File: src/rtl/speed_to_rpm_pkg.sv
// Shared types and constants for the period-to-RPM converter.
package speed_pkg;

  localparam int NUM_W = 40;

  typedef enum logic [1:0] {
    IDLE = 2'd0,
    DIV  = 2'd1,
    DONE = 2'd2
  } spd_state_t;

  localparam logic [15:0] RPM_MAX = 16'hFFFF;

endpackage

File: src/rtl/speed_to_rpm_serial_div.sv
// Bit-serial restoring divider: one quotient bit per cycle, DW cycles per result.
// The divisor must stay stable while a division is running.
module serial_div #(
  parameter int DW = 40,
  parameter int VW = 32
) (
  input  logic          CLK,
  input  logic          RST,
  input  logic          start,
  input  logic [DW-1:0] dividend,
  input  logic [VW-1:0] divisor,
  output logic          done,
  output logic [DW-1:0] quotient
);

  localparam logic [5:0] LAST = 6'(DW - 1);

  logic [DW-1:0] quot;
  logic [VW:0]   rem;
  logic [5:0]    cnt;
  logic          run;
  logic [VW+1:0] rem_sh;
  logic          ge;
  logic [VW:0]   diff;

  // Remainder stays below the divisor, so the difference always fits in VW+1 bits.
  always_comb begin
    rem_sh = {rem, quot[DW-1]};
    ge     = rem_sh >= {2'b00, divisor};
    diff   = rem_sh[VW:0] - {1'b0, divisor};
  end

  always_ff @(posedge CLK or posedge RST) begin
    if (RST) begin
      quot <= '0;
      rem  <= '0;
      cnt  <= '0;
      run  <= 1'b0;
    end else if (start) begin
      quot <= dividend;
      rem  <= '0;
      cnt  <= '0;
      run  <= 1'b1;
    end else if (run) begin
      quot <= {quot[DW-2:0], ge};
      rem  <= ge ? diff : rem_sh[VW:0];
      cnt  <= cnt + 6'd1;
      if (cnt == LAST) run <= 1'b0;
    end
  end

  assign done     = run && (cnt == LAST);
  assign quotient = quot;

endmodule

File: src/rtl/speed_to_rpm.sv
// Converts the averaged pulse period into saturated RPM with stall/overflow flags.
// SPEED_TO_RPM_ROUND_EN selects round-to-nearest division (one extra step).
//   state | meaning
//   IDLE  | waiting for SPEED to differ from the latched operand
//   DIV   | serial division of NUM by op in progress
//   DONE  | register RPM/flags and pulse RPM_VALID
module speed_to_rpm
  import speed_pkg::*;
#(
  parameter int unsigned CLK_HZ       = 50_000_000,
  parameter int unsigned PPR          = 1,
  parameter int unsigned MEAS_PULSES  = 4,
  parameter int unsigned STALL_CYCLES = 50_000_000
) (
  input  logic        CLK,
  input  logic        RST,
  input  logic [31:0] SPEED,
  output logic [15:0] RPM,
  output logic        RPM_VALID,
  output logic        STALL,
  output logic        OVF,
  output logic        BUSY
);

  localparam logic [63:0] NUM_FULL = 64'd60 * 64'(CLK_HZ) * 64'(MEAS_PULSES) / 64'(PPR);
  localparam logic [63:0] NUM_LIM  = (64'd1 << NUM_W) - 64'd1;
  localparam logic [NUM_W-1:0] NUM = NUM_FULL[NUM_W-1:0];

  if (NUM_FULL > NUM_LIM) begin : g_num_check
    $error("speed_to_rpm: numerator does not fit in NUM_W bits");
  end

`ifdef SPEED_TO_RPM_ROUND_EN
  localparam int DIV_W = NUM_W + 1;
  logic [DIV_W-1:0] dividend;
  // Adding half the divisor turns truncation into round-to-nearest.
  assign dividend = {1'b0, NUM} + {10'd0, SPEED[31:1]};
`else
  localparam int DIV_W = NUM_W;
  logic [DIV_W-1:0] dividend;
  assign dividend = NUM;
`endif

  spd_state_t       state;
  spd_state_t       next_state;
  logic [31:0]      op;
  logic             stall_flag;
  logic             mismatch;
  logic             special;
  logic             start_div;
  logic             div_done;
  logic [DIV_W-1:0] div_quot;
  logic             over;

  assign mismatch = SPEED != op;
  assign special  = (SPEED == 32'd0) || (SPEED >= STALL_CYCLES);
  assign over     = |div_quot[DIV_W-1:16];

  serial_div #(
    .DW (DIV_W),
    .VW (32)
  ) u_div (
    .CLK      (CLK),
    .RST      (RST),
    .start    (start_div),
    .dividend (dividend),
    .divisor  (op),
    .done     (div_done),
    .quotient (div_quot)
  );

  always_ff @(posedge CLK or posedge RST) begin
    if (RST) state <= IDLE;
    else     state <= next_state;
  end

  always_comb begin
    next_state = state;
    case (state)
      IDLE: if (mismatch) next_state = special ? DONE : DIV;
      DIV:  if (div_done) next_state = DONE;
      DONE: next_state = IDLE;
      default: next_state = IDLE;
    endcase
  end

  always_comb begin
    start_div = 1'b0;
    BUSY      = 1'b0;
    case (state)
      IDLE: start_div = mismatch && !special;
      DIV:  BUSY = 1'b1;
      DONE: BUSY = 1'b1;
      default: BUSY = 1'b0;
    endcase
  end

  // Zero/stall results bypass the divider and report a zero quotient.
  always_ff @(posedge CLK or posedge RST) begin
    if (RST) begin
      op         <= '0;
      stall_flag <= 1'b0;
      RPM        <= '0;
      RPM_VALID  <= 1'b0;
      STALL      <= 1'b0;
      OVF        <= 1'b0;
    end else begin
      RPM_VALID <= 1'b0;
      if (state == IDLE && mismatch) begin
        op         <= SPEED;
        stall_flag <= special;
      end
      if (state == DONE) begin
        RPM_VALID <= 1'b1;
        STALL     <= stall_flag;
        OVF       <= !stall_flag && over;
        if (stall_flag)  RPM <= '0;
        else if (over)   RPM <= RPM_MAX;
        else             RPM <= div_quot[15:0];
      end
    end
  end

endmodule

File: config.mk
export PLATFORM = sky130hd
export DESIGN_NAME = speed_to_rpm
export DESIGN_NICKNAME = d
export VERILOG_FILES = /design/src/rtl/speed_to_rpm_pkg.sv /design/src/rtl/speed_to_rpm_serial_div.sv /design/src/rtl/speed_to_rpm.sv
export SDC_FILE = /design/constraint.sdc
export NUM_CORES = 1
export LEC_CHECK = 0
export CAP_MARGIN = 0
export CORE_UTILIZATION = 30
export CTS_BUF_LIST = sky130_fd_sc_hd__clkbuf_2
export DETAILED_ROUTE_END_ITERATION = 12
export HOLD_SLACK_MARGIN = 0.02
export PLACE_DENSITY_LB_ADDON = 0.08
export SETUP_SLACK_MARGIN = 0.1
export SYNTH_ARGS = -nofsm -noshare
export SYNTH_HDL_FRONTEND = slang
export SYNTH_SLANG_ARGS = --single-unit
File: constraint.sdc
create_clock -name CLK -period 6.43 [get_ports CLK]
set_input_delay 1.929 -clock CLK [delete_from_list [all_inputs] [get_ports CLK]]
set_output_delay 1.929 -clock CLK [all_outputs]
set_load 0.05 [all_outputs]
# ---- Word level (Yosys, flattened, before mapping)
# Cells that the tools add are included.
dict set report word_totals {
  ff_bits 134
  output_inout_bits 20
  wordCells 53
  input_bits 34
}
dict set report op_classes {
  n_addsub 2
  muxes 19
  eq_ne 6
  n_reduce_logical 13
  order_cmp 2
}
# op count
set op_table {}
lappend op_table {{2-to-1 mux 33 bit} 3}
lappend op_table {{2-to-1 mux 40 bit} 2}
lappend op_table {{greater-or-equal comparator 34 x 32 -> 1 bit} 1}
lappend op_table {{subtractor 33 x 32 -> 33 bit} 1}
lappend op_table {{greater-or-equal comparator 32 x 26 -> 1 bit, second input constant} 1}
lappend op_table {{logical NOT 32 bit} 1}
lappend op_table {{2-to-1 mux 16 bit} 2}
lappend op_table {{!= test 32 bit} 1}
lappend op_table {{OR reduction 24 bit} 1}
lappend op_table {{2-to-1 mux 6 bit} 2}
lappend op_table {{adder 6 x 1 -> 6 bit, second input constant} 1}
lappend op_table {{equality test 6 bit, second input constant} 1}
lappend op_table {{2-to-1 mux 1 bit} 6}
lappend op_table {{2-to-1 mux 2 bit} 3}
lappend op_table {{logical AND 1 bit} 4}
lappend op_table {{!= test 2 bit, second input constant} 2}
lappend op_table {{one-hot mux 2 bit (2 select lines)} 1}
lappend op_table {{equality test 2 x 1 -> 1 bit, second input constant} 1}
lappend op_table {{equality test 2 bit, second input constant} 1}
lappend op_table {{logical NOT 1 bit} 2}
lappend op_table {{logical NOT 2 bit} 1}
lappend op_table {{AND reduction 2 bit} 1}
lappend op_table {{nonzero test 2 bit} 1}
lappend op_table {{OR reduction 2 bit} 1}
lappend op_table {{logical OR 1 bit} 1}

# ---- Logic depth before layout (Yosys ltp)
dict set report depth {
  ltp_word 6
  mapped_depth 14
  mapped_depth_nobuf 12
}

# ---- Modules after synthesis
# Synthesis repeated with hierarchy kept, for this count alone.
dict set report hier_totals {
  hier_cells 904
  area_unflattened_um2 8607.0
}
# mod instances seq_area_each_um2 cells_per_inst area_per_inst_um2
set modules_own_cells {}
lappend modules_own_cells {serial_div 1 2001.9 665 5730.5}
lappend modules_own_cells {speed_to_rpm 1 1351.3 239 2876.5}

# ---- Worst setup path before layout
# Ideal clock, no wire load.
dict set report synth_timing {
  kind {input-to-reg}
  from {input port SPEED[28]}
  to {register u_div.rem[22]}
  t_arrival_ns 3.652
  required_time_ns 6.292
  path_buffers 1
  setup_slack_ns 2.640
  path_stages 7
  setup_ns 0.138
  cell_sequence {or4_1 a2111oi_0 o21ai_0 a31oi_1 nor2b_1 clkbuf_1 o22ai_1}
}
dict set report synth_via {
  elab_chain_len 6
}
# element line_no
set synth_rtl {}
lappend synth_rtl {{from (decl)} speed_to_rpm.sv:17} ;# input logic [31:0] SPEED,
lappend synth_rtl {{greater-or-equal comparator 32 x 26 -> 1 bit or logical NOT 32 bit (tied branches)} speed_to_rpm.sv:56} ;# assign special = (SPEED == 32'd0) || (SPEED >= STALL_CYCLES);
lappend synth_rtl {{logical OR 1 bit} speed_to_rpm.sv:56}
lappend synth_rtl {{logical NOT 1 bit} speed_to_rpm.sv:91} ;# IDLE: start_div = mismatch && !special;
lappend synth_rtl {{logical AND 1 bit (*)} speed_to_rpm.sv:91}
lappend synth_rtl {{2-to-1 mux 1 bit (*)} speed_to_rpm.sv:90} ;# case (state)
lappend synth_rtl {{2-to-1 mux 33 bit or nonzero test 2 bit (tied branches)} --}
lappend synth_rtl {{to (signal assigned)} speed_to_rpm_serial_div.sv:46} ;# rem <= ge ? diff : rem_sh[VW:0];
lappend synth_rtl {{to (decl)} speed_to_rpm_serial_div.sv:19} ;# logic [VW:0] rem;
# Mark *: on every way between the ends. The rest lies on a longest branch, timed or not.
# A chain may end at the register's enable or synchronous reset.

# ---- Worst setup path in the final report
dict set report layout_timing {
  from {register state[0]}
  to {output port BUSY}
}
dict set report layout_via {
  elab_chain_len 3
}
# element line_no
set layout_rtl {}
lappend layout_rtl {{from (decl)} speed_to_rpm.sv:44} ;# spd_state_t state;
lappend layout_rtl {{from (signal assigned)} speed_to_rpm.sv:74} ;# else state <= next_state;
lappend layout_rtl {{equality test 2 bit or equality test 2 x 1 -> 1 bit (tied branches)} speed_to_rpm.sv:90}
lappend layout_rtl {{OR reduction 2 bit (no line) (*)} --}
lappend layout_rtl {{2-to-1 mux 1 bit (*)} speed_to_rpm.sv:90}
lappend layout_rtl {{to (decl)} speed_to_rpm.sv:22} ;# output logic BUSY
# Marks and branches as above.

==> impl_results.md <==
- Layout fillers: 2808
- Status: completed
- Port buffer count: 53
- Reg2Reg Depth: 12
- Yosys warning total: 0
- Syn Inst Count: 860
- Rows: 60
- Placed wire-length estimate: 15700 um
- Yosys reg bits: 134
- Fmax: 0.234 GHz
- CP startpoint kind: flop
- Post-Layout Cell Count: 1255
- Synth Cell Area: 8170 um^2
- Type of the worst min-delay path: reg -> reg
- Netlist cell types: 66
- RSZ-0062 raised after global routing: false
- Routed vias/inst: 5.02
- Top-Level Pins: 54
- Fraction of layout cells with a size suffix above 1: 12.6%
- Setup crit end kind: primary output
- Vias in the first global route: 6432
- Design Power: 4880 uW
- Longest Clk Path Bufs: 2
- Final Max Tran Viols: 0
- Die H: 167 um
- Clock root buffer: clkbuf_2
- Most frequent cell after synthesis: dfrtp_1
- P per Cell Area: 526 nW/um^2
- EDFF count, synth: 0
- Vias: 6303
- Synth area leader: dfrtp_1
- Met1 Use GR: 23.3%
- Hold Fails Final Rpt: 0
- Avg Synthesized Cell Area: 9.50 um^2
- Yosys top cell area share: 41.1%
- Num Clock Sinks: 134
- CTS buffer count: 17
- Smallest hold slack: 0.535 ns
- Setup Fix Bufs, Post-CTS: 0
- Layout Utilization: 34.6%
- Crit-path cells: inv_1 > ha_1 > clkdlybuf4s50_1
- Starting Density: 30.5%
- Syn_nets: 931
- Area growth from synthesis to layout: 13.5%
- Seq/Total Area, Yosys: 41.1%
- Initial antenna violation count: 1
- Worst-Margin Slew: 0.908 ns
- DRC viols: 0
- GRT overflow: 0
- Post-synth ARST share: 100%
- Synth top area cells: dfrtp_1 41%, mux2_2 7.2%, ha_1 5.5%
- Largest net degree at the start of global routing: 70
- Worst path max stage delay: 0.83 ns
- Slowest cell on crit path: clkdlybuf4s50_1
- H-tree depth: 4
- Placed insts: 1221
- Final number of setup-violating endpoints: 0
- CTS resizes: 0
- Fin Setup TNS: 0 ns
- Flop-to-flop setup slack: 2.30 ns
- Post-route ant nets: 0
- Final RePlAce weighted congestion: 0.830
- Worst skew pair latency: 0.76 ns
- Reg clk slew, reported paths: 0.22 ns
- Tmin final: 4.27 ns
- Nets: 970
- Kind of critical path: reg -> out
- Stages on worst setup path: 3
- Max_cap viols: 0
- Wirelength per Cell: 17.5 um
- WP data required: 4.50 ns
- Final period utilization: 66.4%
- Worst VDD drop: 0.000173 V
- Leakage power: 0.00418 uW
- DR iter-0 viols: 323
- Final Skew: 0.0666 ns
- Core area: 26800 um^2
- Die W: 167 um
- Main synth FF type: dfrtp_1
- First-pass GRT wire length: 35800 um
- Crit path DAT: 2.34 ns
- CTS tree: built
- Die area: 27900 um^2
- Post-CTS Hold Buffers: 0
- Routed WL: 21900 um
- Global Route Usage Sum: 16.5%
- Gr busiest metal: met2
- Drt first pass iters: 4
- GR Util met2: 25.2%
- Slew HR: 39.5%
- Crit path max-delay family: buffers and inverters
- WP buf/inv: 2
- WHS Path Cells: 1
- Met3 Resource Use GR: 2.92%
- Synth top cells by count: 134 x dfrtp_1, 108 x nor2_1, 79 x nand2_1
- Max FO, Critical Path: 3
==> sequential cells by signal, summed over array words and instances (netlist names) <==
name            count
op                 32
u_div.quotient     40
state               2
RPM_VALID           1
u_div.run           1
stall_flag          1
u_div.rem          33
STALL               1
RPM                16
OVF                 1
u_div.cnt           6
==> cell type report <==
type | instances | area [um^2] | share of cell area (%)
Inverter | 47 | 181 | 1.96
Antenna cell | 2 | 5.00 | 0.0540
Multi-Input combinational cell | 637 | 4450 | 48.0
Clock buffer | 17 | 85.1 | 0.918
Timing Repair Buffer | 62 | 611 | 6.59
Clock inverter | 15 | 159 | 1.71
Sequential cell | 134 | 3360 | 36.2
Tap cell | 341 | 427 | 4.60
==> report_power, final <==
part	switching, uW	internal [uW]	leakage [uW]
clock network	390	157	0.000144
logic	1590	1260	0.00248
registers	315	1180	0.00156
==> cells by family (layout without fill, tap and decap cells) <==
kind of cell             Yosys count  count (layout)  synth area share, %
buffers and inverters             89             141                 4.63
adder cells (fa/ha/maj)           37              37                 5.76
XOR/XNOR                          61              61                 6.54
multiplexers                      95              95                 12.4
other                              0               2                    0
AO/OA/AOI/OAI                    177             177                 14.8
flip-flops                       134             134                 41.1
AND/OR/NAND/NOR                  267             267                 14.8
==> cell usage in the layout (no fill, tap or decap), drive strengths merged, types with 35 or more instances in the layout <==
cell,n
a21oi,54
clkdlybuf4s50,53
dfrtp,134
ha,36
inv,56
mux2,52
mux2i,43
nand2,79
nor2,109
o21ai,35
xnor2,48
==> worst paths after layout <==
kind / endpoint / startpoint
setup / recovery: BUSY / state[0]
hold / removal: u_div.rem[32] / u_div.rem[31]
setup reg to reg: u_div.rem[12] / op[18]
hold reg to reg: u_div.rem[32] / u_div.rem[31]
max in group asynchronous: op[17] / RST
min in group asynchronous: RPM[4] / RST
==> metrics by stage <==
step / setup slack [ns] / area (um^2)
2_1_floorplan: 0.918 / 8170
6_report: 2.16 / 9270
3_3_place_gp: 1.60 / 9020
5_1_grt: 1.99 / 9270
4_1_cts: 2.06 / 9270
3_5_place_dp: 1.49 / 9020
==> routing by layer <==
layer	vias up	share of wire, %
met1	3066	51
met5	-	0
li1	3126	-
met2	83	44
met3	28	2.4
met4	0	2.3
No activity file was read; power rests on OpenSTA's default activity.
